`src/rtl/perf_trig_pkg.sv`:
```
// Shared definitions for the performance-counter trigger master.
// Holds the FSM state encoding, the control-slave address map and the
// command decode helper that maps a pending-flag index to an Avalon write.
package perf_trig_pkg;

    localparam int unsigned ADDR_W         = 4;
    localparam int unsigned DATA_W         = 32;
    localparam int unsigned CMD_IDX_W      = 4;   // indexes up to 2*4+1 pending flags
    localparam int unsigned SECTION_STRIDE = 4;

    localparam logic [ADDR_W-1:0] STOP_OFS   = 4'd0;
    localparam logic [ADDR_W-1:0] GO_OFS     = 4'd1;
    localparam logic [DATA_W-1:0] CLEAR_DATA = 32'h0000_0001;

    typedef enum logic [1:0] {
        ST_IDLE  = 2'd0,
        ST_FIRST = 2'd1,
        ST_HOLD  = 2'd2
    } trig_state_e;

    // One write on the control slave.
    typedef struct packed {
        logic [ADDR_W-1:0] addr;
        logic [DATA_W-1:0] data;
    } avm_cmd_t;

    // Pending index layout: 0 = clear, 1..N = stop[0..N-1], N+1..2N = start[0..N-1].
    function automatic avm_cmd_t decode_cmd(input logic [CMD_IDX_W-1:0] idx,
                                            input int unsigned num_sections);
        avm_cmd_t    cmd;
        int unsigned i;
        int unsigned s;
        cmd.addr = '0;
        cmd.data = '0;
        i        = 32'(idx);
        s        = 0;
        if (i == 0) begin
            cmd.data = CLEAR_DATA;
        end else if (i <= num_sections) begin
            s        = i - 1;
            cmd.addr = ADDR_W'(s * SECTION_STRIDE) + STOP_OFS;
        end else begin
            s        = i - 1 - num_sections;
            cmd.addr = ADDR_W'(s * SECTION_STRIDE) + GO_OFS;
        end
        return cmd;
    endfunction

endpackage

```
`src/rtl/perf_trig_arbiter.sv`:
```
// Fixed-priority encoder over the pending-event flags; lowest index wins.
// Ports:
//   pending      - pending flag vector
//   grant_c      - one-hot grant of the winning flag (zero when none pending)
//   grant_idx_c  - index of the winning flag
//   any_c        - at least one flag pending
module perf_trig_arbiter
    import perf_trig_pkg::*;
#(
    parameter int unsigned PEND_W = 7
) (
    input  logic [PEND_W-1:0]    pending,
    output logic [PEND_W-1:0]    grant_c,
    output logic [CMD_IDX_W-1:0] grant_idx_c,
    output logic                 any_c
);

    // Scan from the top down so the lowest set index is the last one written.
    always_comb begin
        grant_c     = '0;
        grant_idx_c = '0;
        any_c       = |pending;
        for (int i = PEND_W - 1; i >= 0; i--) begin
            if (pending[i]) begin
                grant_c     = '0;
                grant_c[i]  = 1'b1;
                grant_idx_c = CMD_IDX_W'(i);
            end
        end
    end

endmodule

```
`src/rtl/perf_counter_trigger_master.sv`:
```
// Avalon-MM write master turning hardware start/stop/clear pulses into
// go/stop writes on the performance-counter control slave.
// Ports:
//   clk, reset_n        - clock, asynchronous active-low reset
//   start_pulse[s]      - request a "go" write for section s
//   stop_pulse[s]       - request a "stop" write for section s
//   clear_pulse         - request a global counter reset write
//   clear_status        - clear overflow and drop_count
//   avm_*               - Avalon-MM write master port
//   busy                - transfer in flight or event pending
//   overflow            - sticky, an event was dropped
//   drop_count          - saturating number of dropped events
module perf_counter_trigger_master
    import perf_trig_pkg::*;
#(
    parameter int unsigned NUM_SECTIONS = 3,
    parameter int unsigned DROP_CNT_W   = 16
) (
    input  logic                    clk,
    input  logic                    reset_n,
    input  logic [NUM_SECTIONS-1:0] start_pulse,
    input  logic [NUM_SECTIONS-1:0] stop_pulse,
    input  logic                    clear_pulse,
    input  logic                    clear_status,
    output logic [ADDR_W-1:0]       avm_address,
    output logic                    avm_write,
    output logic                    avm_begintransfer,
    output logic [DATA_W-1:0]       avm_writedata,
    input  logic                    avm_waitrequest,
    output logic                    busy,
    output logic                    overflow,
    output logic [DROP_CNT_W-1:0]   drop_count
);

    localparam int unsigned PEND_W = 2 * NUM_SECTIONS + 1;
    localparam int unsigned SUM_W  = DROP_CNT_W + 1;

    trig_state_e          state, state_nxt;
    logic [PEND_W-1:0]    pending, pending_nxt;
    logic [PEND_W-1:0]    pulse_vec;
    logic [PEND_W-1:0]    arb_grant_c;
    logic [CMD_IDX_W-1:0] arb_idx_c;
    logic                 arb_any_c;
    logic [PEND_W-1:0]    take_mask;
    logic [PEND_W-1:0]    drop_vec;
    logic [CMD_IDX_W-1:0] drop_num;
    logic [DROP_CNT_W-1:0] drop_base;
    logic [SUM_W-1:0]     drop_sum;
    logic [DROP_CNT_W-1:0] drop_count_nxt;
    logic                 overflow_nxt;
    logic                 write_nxt;
    logic                 begin_nxt;
    avm_cmd_t             cmd_nxt;
    avm_cmd_t             cmd_dec;

    assign pulse_vec = {start_pulse, stop_pulse, clear_pulse};

    perf_trig_arbiter #(
        .PEND_W (PEND_W)
    ) u_arbiter (
        .pending     (pending),
        .grant_c     (arb_grant_c),
        .grant_idx_c (arb_idx_c),
        .any_c       (arb_any_c)
    );

    assign cmd_dec = decode_cmd(arb_idx_c, NUM_SECTIONS);

    // Pending flags: grant clears only in IDLE; a pulse on a flag that is
    // being granted re-queues it, a pulse on any other set flag is a drop.
    always_comb begin
        take_mask   = (state == ST_IDLE) ? arb_grant_c : '0;
        drop_vec    = pulse_vec & pending & ~take_mask;
        pending_nxt = (pending & ~take_mask) | pulse_vec;
    end

    // Status: a drop in the same cycle as clear_status survives the clear.
    always_comb begin
        drop_num = '0;
        for (int i = 0; i < PEND_W; i++) begin
            drop_num = drop_num + CMD_IDX_W'(drop_vec[i]);
        end
        drop_base      = clear_status ? '0 : drop_count;
        drop_sum       = {1'b0, drop_base} + SUM_W'(drop_num);
        drop_count_nxt = drop_sum[DROP_CNT_W] ? '1 : drop_sum[DROP_CNT_W-1:0];
        overflow_nxt   = (overflow & ~clear_status) | (|drop_vec);
    end

    // Next state and next registered Avalon outputs.
    always_comb begin
        state_nxt = state;
        write_nxt = avm_write;
        begin_nxt = 1'b0;
        cmd_nxt   = '{addr: avm_address, data: avm_writedata};
        case (state)
            ST_IDLE: begin
                write_nxt = 1'b0;
                if (arb_any_c) begin
                    state_nxt = ST_FIRST;
                    write_nxt = 1'b1;
                    begin_nxt = 1'b1;
                    cmd_nxt   = cmd_dec;
                end
            end
            ST_FIRST: begin
                if (!avm_waitrequest) begin
                    state_nxt = ST_IDLE;
                    write_nxt = 1'b0;
                end else begin
                    state_nxt = ST_HOLD;
                end
            end
            ST_HOLD: begin
                if (!avm_waitrequest) begin
                    state_nxt = ST_IDLE;
                    write_nxt = 1'b0;
                end
            end
            default: begin
                state_nxt = ST_IDLE;
                write_nxt = 1'b0;
            end
        endcase
    end

    // State register.
    always_ff @(posedge clk or negedge reset_n) begin
        if (!reset_n) begin
            state <= ST_IDLE;
        end else begin
            state <= state_nxt;
        end
    end

    // Registered outputs, pending flags and status.
    always_ff @(posedge clk or negedge reset_n) begin
        if (!reset_n) begin
            pending           <= '0;
            avm_address       <= '0;
            avm_writedata     <= '0;
            avm_write         <= 1'b0;
            avm_begintransfer <= 1'b0;
            busy              <= 1'b0;
            overflow          <= 1'b0;
            drop_count        <= '0;
        end else begin
            pending           <= pending_nxt;
            avm_address       <= cmd_nxt.addr;
            avm_writedata     <= cmd_nxt.data;
            avm_write         <= write_nxt;
            avm_begintransfer <= begin_nxt;
            busy              <= (state_nxt != ST_IDLE) || (|pending_nxt);
            overflow          <= overflow_nxt;
            drop_count        <= drop_count_nxt;
        end
    end

endmodule

```
`config.mk`:
```
export PLATFORM = sky130hd
export DESIGN_NAME = perf_counter_trigger_master
export DESIGN_NICKNAME = d
export VERILOG_FILES = /design/src/rtl/perf_trig_pkg.sv /design/src/rtl/perf_trig_arbiter.sv /design/src/rtl/perf_counter_trigger_master.sv
export SDC_FILE = /design/constraint.sdc
export NUM_CORES = 1
export LEC_CHECK = 0
export ABC_CLOCK_PERIOD_IN_PS = 6050
export CORE_ASPECT_RATIO = 0.75
export CORE_MARGIN = 1.5
export CORE_UTILIZATION = 40
export CTS_CLUSTER_DIAMETER = 150
export CTS_CLUSTER_SIZE = 20
export DETAILED_ROUTE_END_ITERATION = 16
export GPL_ROUTABILITY_DRIVEN = 0
export PLACE_DENSITY = 0.7
export SYNTH_ARGS = -nofsm -noshare
export SYNTH_HDL_FRONTEND = slang
export SYNTH_HIERARCHICAL = 1
export SYNTH_SLANG_ARGS = --single-unit
```
`constraint.sdc`:
```
create_clock -name clk -period 6.05 [get_ports clk]
set_input_delay 1.21 -clock clk [delete_from_list [all_inputs] [get_ports clk]]
set_output_delay 1.21 -clock clk [all_outputs]
set_load 0.05 [all_outputs]
```
Word-level counts from Yosys, hierarchy flattened
Index checks and enable logic that the tools add are counted.
{ "word_totals": {"regBits": 65, "latchBits": 0, "ramBits": 0, "mem_bits_ro": 0, "in_bits": 11, "output_inout_bits": 56, "elab_cells": 68, "memories": 0} }
{ "op_classes": {"addsub": 10, "multipliers": 0, "div": 0, "order_cmp": 1, "eq_ne": 3, "n_shift": 0, "mux": 28, "n_bitwise": 8, "n_reduce_logical": 9} }
{ "op_table": {"columns": ["cell", "n"], "rows": [
  ["$mux 7", 8],
  ["$mux 16", 2],
  ["$and 7x7->7", 3],
  ["$mux 3", 7],
  ["$reduce_or 7->1", 3],
  ["$add 16x4->17", 1],
  ["$add 4x1->4", 3],
  ["$mux 4", 2],
  ["$not 7->7", 1],
  ["$or 7x7->7", 1],
  ["$mux 2", 3],
  ["$pmux 2 s3", 1],
  ["$add 3x1->4", 1],
  ["$add 4x1->4 const B", 1],
  ["$logic_not 4->1", 1],
  ["$mux 1", 4],
  ["$sub 2x1->2 const B", 2],
  ["$add 2x1->3", 1],
  ["$le 3x2->1 const B", 1],
  ["$add 1x1->2", 1],
  ["$eq 2x1->1 const B", 1],
  ["$eq 2x2->1 const B", 1],
  ["$logic_not 2->1", 1],
  ["$ne 2x2->1 const B", 1],
  ["other kinds (8)", 8]
]} }

Longest topological paths before layout
{ "depth": {"depth_word": 18, "depth_mapped": 16, "ltp_nobuf": 15} }

Hierarchy
The synthesis kept the hierarchy.
{ "modules_own_cells": {"columns": ["mod", "n_inst", "cells_each", "area_each_um2", "seq_area_each_um2"], "rows": [
  ["perf_counter_trigger_master", 1, 219, 2132.0, 825.8],
  ["perf_trig_arbiter", 1, 22, 130.1, 0.0]
]} }

Worst setup path before layout
No wires, ideal clock.
{ "synth_timing": {"path_kind": "input to register", "startpoint": "input port clear_pulse", "endpoint": "register drop_count[11]", "setup_time_ns": 0.137, "arrival_ns": 4.315, "t_required_ns": 5.913, "slack_ns": 1.598, "cell_stages": 12, "path_buffers": 1, "path_cell_list": "nand2_1 -> fa_1 -> fa_1 -> inv_1 -> fa_1 -> ha_1 -> fa_1 -> a211oi_1 -> nor2_1 -> nand4_2 -> buf_2 -> o21ai_0"} }
{ "synth_between": {"elab_chain_cells": 10} }
{ "synth_lines": {"columns": ["item", "line_no", "text"], "rows": [
  ["start: declaration", "perf_counter_trigger_master.sv:23", "input logic clear_pulse,"],
  ["$and 7x7->7 (2 in series)", "perf_counter_trigger_master.sv:73", "drop_vec = pulse_vec & pending & ~take_mask;"],
  ["$add 1x1->2", "perf_counter_trigger_master.sv:81", "drop_num = drop_num + CMD_IDX_W'(drop_vec[i]);"],
  ["$add 2x1->3", "perf_counter_trigger_master.sv:81", null],
  ["$add 3x1->4", "perf_counter_trigger_master.sv:81", null],
  ["$add 4x1->4 (3 in series)", "perf_counter_trigger_master.sv:81", null],
  ["$add 16x4->17", "perf_counter_trigger_master.sv:84", "drop_sum = {1'b0, drop_base} + SUM_W'(drop_num);"],
  ["$mux 16", "perf_counter_trigger_master.sv:85", "drop_count_nxt = drop_sum[DROP_CNT_W] ? '1 : drop_sum[DROP_CNT_W-1:0];"],
  ["via drop_count_nxt[11]", "perf_counter_trigger_master.sv:49", "logic [DROP_CNT_W-1:0] drop_count_nxt;"],
  ["end signal: assignment", "perf_counter_trigger_master.sv:154", "drop_count <= drop_count_nxt;"],
  ["end: declaration", "perf_counter_trigger_master.sv:32", "output logic [DROP_CNT_W-1:0] drop_count"]
]} }
The timed path passes the listed nets, and every way through them passes these cells.
A chain may end at the register's enable or synchronous reset.

Worst setup path in the final report
{ "layout_timing": {"startpoint": "input port clear_pulse", "endpoint": "register drop_count[13]"} }
Same word-level chain as after synthesis.

==> out/qor.csv <==
stage,metric,value,unit
status,run status,completed,
pwr,static leakage,1.20,nW
place,IO Port Bufs,34,
clock_tree,post-cts resize count,0,
job,number of maximum-capacitance constraint violations,0,
yosys,synthesized-area fraction occupied by adder cells,10.7,%
yosys,Synth cell types,49,
global_route,global-route usage over all layers,15.2,%
drt,number of routed nets with antenna violations,0,
pwr,Power Density,393,mW/mm2
yosys,simple-gate share of the synthesized area,21.2,%
critical_path,data required time at the worst endpoint,6.23,ns
critical_path,capture point of the worst reg-to-reg path,drop_count[13],
yosys,area share of xor/xnor cells in the synthesized design,4.26,%
critical_path,number of cells on the worst reg-to-reg path,14,
clock_tree,clock slew at reported path FFs,0.07,ns
die,area of the placeable core,0.00541,mm2
sta,setup repair after global routing missed its margin,false,
yosys,number of instances in the synthesized netlist,241,
clock_tree,TritonCTS clock tree,yes,
drt,wire per inst,12.0,um
clock_tree,cell at the root of the clock tree,sky130_fd_sc_hd__clkbuf_8,
yosys,sequential cell area fraction in the yosys report,36.5,%
place,post-place instance area,0.00254,mm2
critical_path,worst reg2reg setup slack,1.41,ns
critical_path,type of element capturing the critical path,flop,
die,IO Pins,67,
die,Row Count,23,
sta,worst slew slack as a fraction of its limit,53.3,%
global_route,initial antenna violation count,0,
yosys,Mean Syn Cell Area,9.39,um2
clock_tree,"Clk Latency, worst-skew pair",0.28,ns
clock_tree,CTS Hold Bufs,0,
yosys,"EDFF count, synth",0,
layout,share of final-layout standard cells stronger than drive strength 1,8.00,%
drt,number of vias per cell after detailed routing,4.62,
critical_path,worst setup path startpoint,clear_pulse,
die,overall die area,0.00612,mm2
yosys,Yosys warning count,6,
critical_path,Worst Setup EP,drop_count[13],
clock_tree,number of buffers on the longest clock path,2,
yosys,Post-synth ARST share,100,%
sta,Fin. Hold Viols,0,
yosys,Synth Area in Compound Gates,12.1,%
clock_tree,H-tree depth,2,
sta,worst slack on hold paths,0.482,ns
yosys,primary flip-flop cell chosen by synthesis mapping,sky130_fd_sc_hd__dfrtp_1,
yosys,Mapped Area,0.00226,mm2
layout,layout filler cell count,530,
layout,Post-Layout Inst Area,0.00262,mm2
drt,number of DRC markers in iteration 0,101,
sta,part of the cycle the worst path needs,80.8,%
sta,final setup TNS,0,ns
drt,First-pass DRT Iterations,4,
drt,Post-route DRC,0,
sta,clock skew,0.00444,ns
clock_tree,CTS sink count,33,
global_route,GR Overflow Total,0,
critical_path,Worst R2R Start,state[0],
place,dpl hpwl,3230,um
sta,Worst Slack Setup Final,1.16,ns
global_route,maximum number of pins on one net before global-route repair,34,
drt,overall routed net length,4200,um
sta,total count of max-transition violations in the final report,0,
pwr,maximum resistive drop on vdd,0.000166,V
critical_path,endpoint arrival time on the critical path,5.06,ns
clock_tree,number of setup buffers added after CTS,0,
pwr,total power of the final layout,1.03,mW
global_route,first-pass GRT wire length,7060,um
die,overall die height,68.1,um
sta,Peak Freq,205,MHz
critical_path,critical path class,in2reg,
layout,final net count,303,
sta,shortest clock period the worst path allows after layout,4.89,ns
global_route,vias in the first global route,1478,
yosys,largest family of logic cells by synthesized area,simple AND/OR/NAND/NOR gates,
yosys,register bit total from synthesis,33,
die,effective utilization at floorplan,41.8,%
place,pre-CTS setup slack,0.835,ns
clock_tree,number of CTS-inserted buffers,5,
critical_path,critical path launch point type,primary input,
layout,antenna diode count,0,
hold_path,path class of the lowest-slack min-delay path,reg2reg,
sta,slew at the pin closest to its max-slew limit,0.699,ns
layout,Layout Area Growth over Synthesis,15.9,%
yosys,proportion of synthesized area in mux cells,0.442,%
die,x dimension of the die,89.8,um
drt,vias after detailed routing,1618,
sta,final-report setup violation count,0,
critical_path,Crit Path Max Fanout,13,
synthesized netlist by cell type (4+ instances only):
cell / count / share of area, %
sky130_fd_sc_hd__buf_4: 34 / 11
sky130_fd_sc_hd__inv_1: 11 / 1.8
sky130_fd_sc_hd__xnor2_1: 6 / 2.3
sky130_fd_sc_hd__nand2b_1: 5 / 1.4
sky130_fd_sc_hd__xor2_1: 5 / 1.9
sky130_fd_sc_hd__or2_2: 8 / 2.2
sky130_fd_sc_hd__nor2b_1: 4 / 1.1
sky130_fd_sc_hd__nor3_1: 5 / 1.1
sky130_fd_sc_hd__fa_1: 4 / 3.5
sky130_fd_sc_hd__a21oi_1: 7 / 1.5
sky130_fd_sc_hd__a21boi_0: 7 / 2.3
sky130_fd_sc_hd__dfrtp_1: 33 / 37
sky130_fd_sc_hd__and3_1: 5 / 1.4
sky130_fd_sc_hd__o21ai_0: 9 / 2.0
sky130_fd_sc_hd__nor2_1: 21 / 3.5
sky130_fd_sc_hd__and2_1: 4 / 1.1
sky130_fd_sc_hd__ha_1: 13 / 7.2
sky130_fd_sc_hd__nand2_1: 18 / 3.0
metal layers:
| metal | GRT usage [%] | up-vias | routed length (um) |
|---|---|---|---|
| met5 | 0 | - | 0 |
| met4 | 7.54 | 0 | 68 |
| met3 | 3.00 | 5 | 164 |
| met2 | 22.4 | 41 | 1830 |
| met1 | 21.4 | 752 | 2140 |
| li1 | - | 820 | - |
state kept, by name, indices dropped and copies added, names as in the netlist:
name	cells
avm_address	3
overflow	1
busy	1
avm_begintransfer	1
avm_writedata	1
pending	7
avm_write	1
state	2
drop_count	16
layout make-up:
| cell class | count | area (um2) | area share [%] |
|---|---|---|---|
| clock buffers | 7 | 86.3 | 3.29 |
| inverters | 11 | 41.3 | 1.57 |
| multi-input cells | 189 | 1230 | 46.8 |
| flip-flops and latches | 33 | 826 | 31.5 |
| well taps | 75 | 93.8 | 3.58 |
| repair buffers | 35 | 348 | 13.3 |
cells in the final DEF, fill, tap and decap left out, types with 8 or more instances in the layout:
cell                              instances
sky130_fd_sc_hd__nor2_1                  21
sky130_fd_sc_hd__ha_1                    13
sky130_fd_sc_hd__conb_1                  33
sky130_fd_sc_hd__or2_2                    8
sky130_fd_sc_hd__nand2_1                 18
sky130_fd_sc_hd__o21ai_0                  9
sky130_fd_sc_hd__clkdlybuf4s50_1         34
sky130_fd_sc_hd__dfrtp_1                 33
sky130_fd_sc_hd__inv_1                   11
worst min-delay path by stage:
stage,from,end,cells after the start
floorplan,state[0],state[0],2
global placement,avm_address[3],avm_address[3],2
detailed placement,avm_address[3],avm_address[3],2
CTS,avm_address[3],avm_address[3],2
global route,avm_writedata[0],avm_writedata[0],1
finish,avm_address[3],avm_address[3],2
power by group:
group          internal [mW]  leakage, nW  switching [mW]  total (mW)
logic                  0.206        0.761           0.350       0.556
clock network         0.0902       0.0443          0.0772       0.167
registers              0.269        0.396          0.0374       0.306
total                  0.565         1.20           0.465        1.03
critical path: stages:
cell,delay (ns)
sky130_fd_sc_hd__clkdlybuf4s50_1,0.48
sky130_fd_sc_hd__nand2_1,0.10
sky130_fd_sc_hd__fa_1,0.52
sky130_fd_sc_hd__fa_1,0.54
sky130_fd_sc_hd__inv_1,0.05
sky130_fd_sc_hd__fa_1,0.53
sky130_fd_sc_hd__ha_1,0.18
sky130_fd_sc_hd__fa_1,0.23
sky130_fd_sc_hd__a211oi_1,0.11
sky130_fd_sc_hd__nor2_1,0.37
sky130_fd_sc_hd__nand4_2,0.38
sky130_fd_sc_hd__a311oi_1,0.36
per-stage QoR:
step                util, %  std cells
floorplan                 -        272
global placement       46.9        343
detailed placement     46.9        343
CTS                    48.5        350
global route           48.5        350
finish                 48.5        350
logic make-up after synthesis:
| family | after synthesis |
|---|---|
| flip-flops | 33 |
| other | 2 |
| adder cells (fa/ha/maj) | 17 |
| multiplexers | 1 |
| AND/OR/NAND/NOR | 87 |
| AO/OA/AOI/OAI | 40 |
| buffers and inverters | 50 |
| XOR/XNOR | 11 |
No activity file was read; power rests on OpenSTA's default activity.
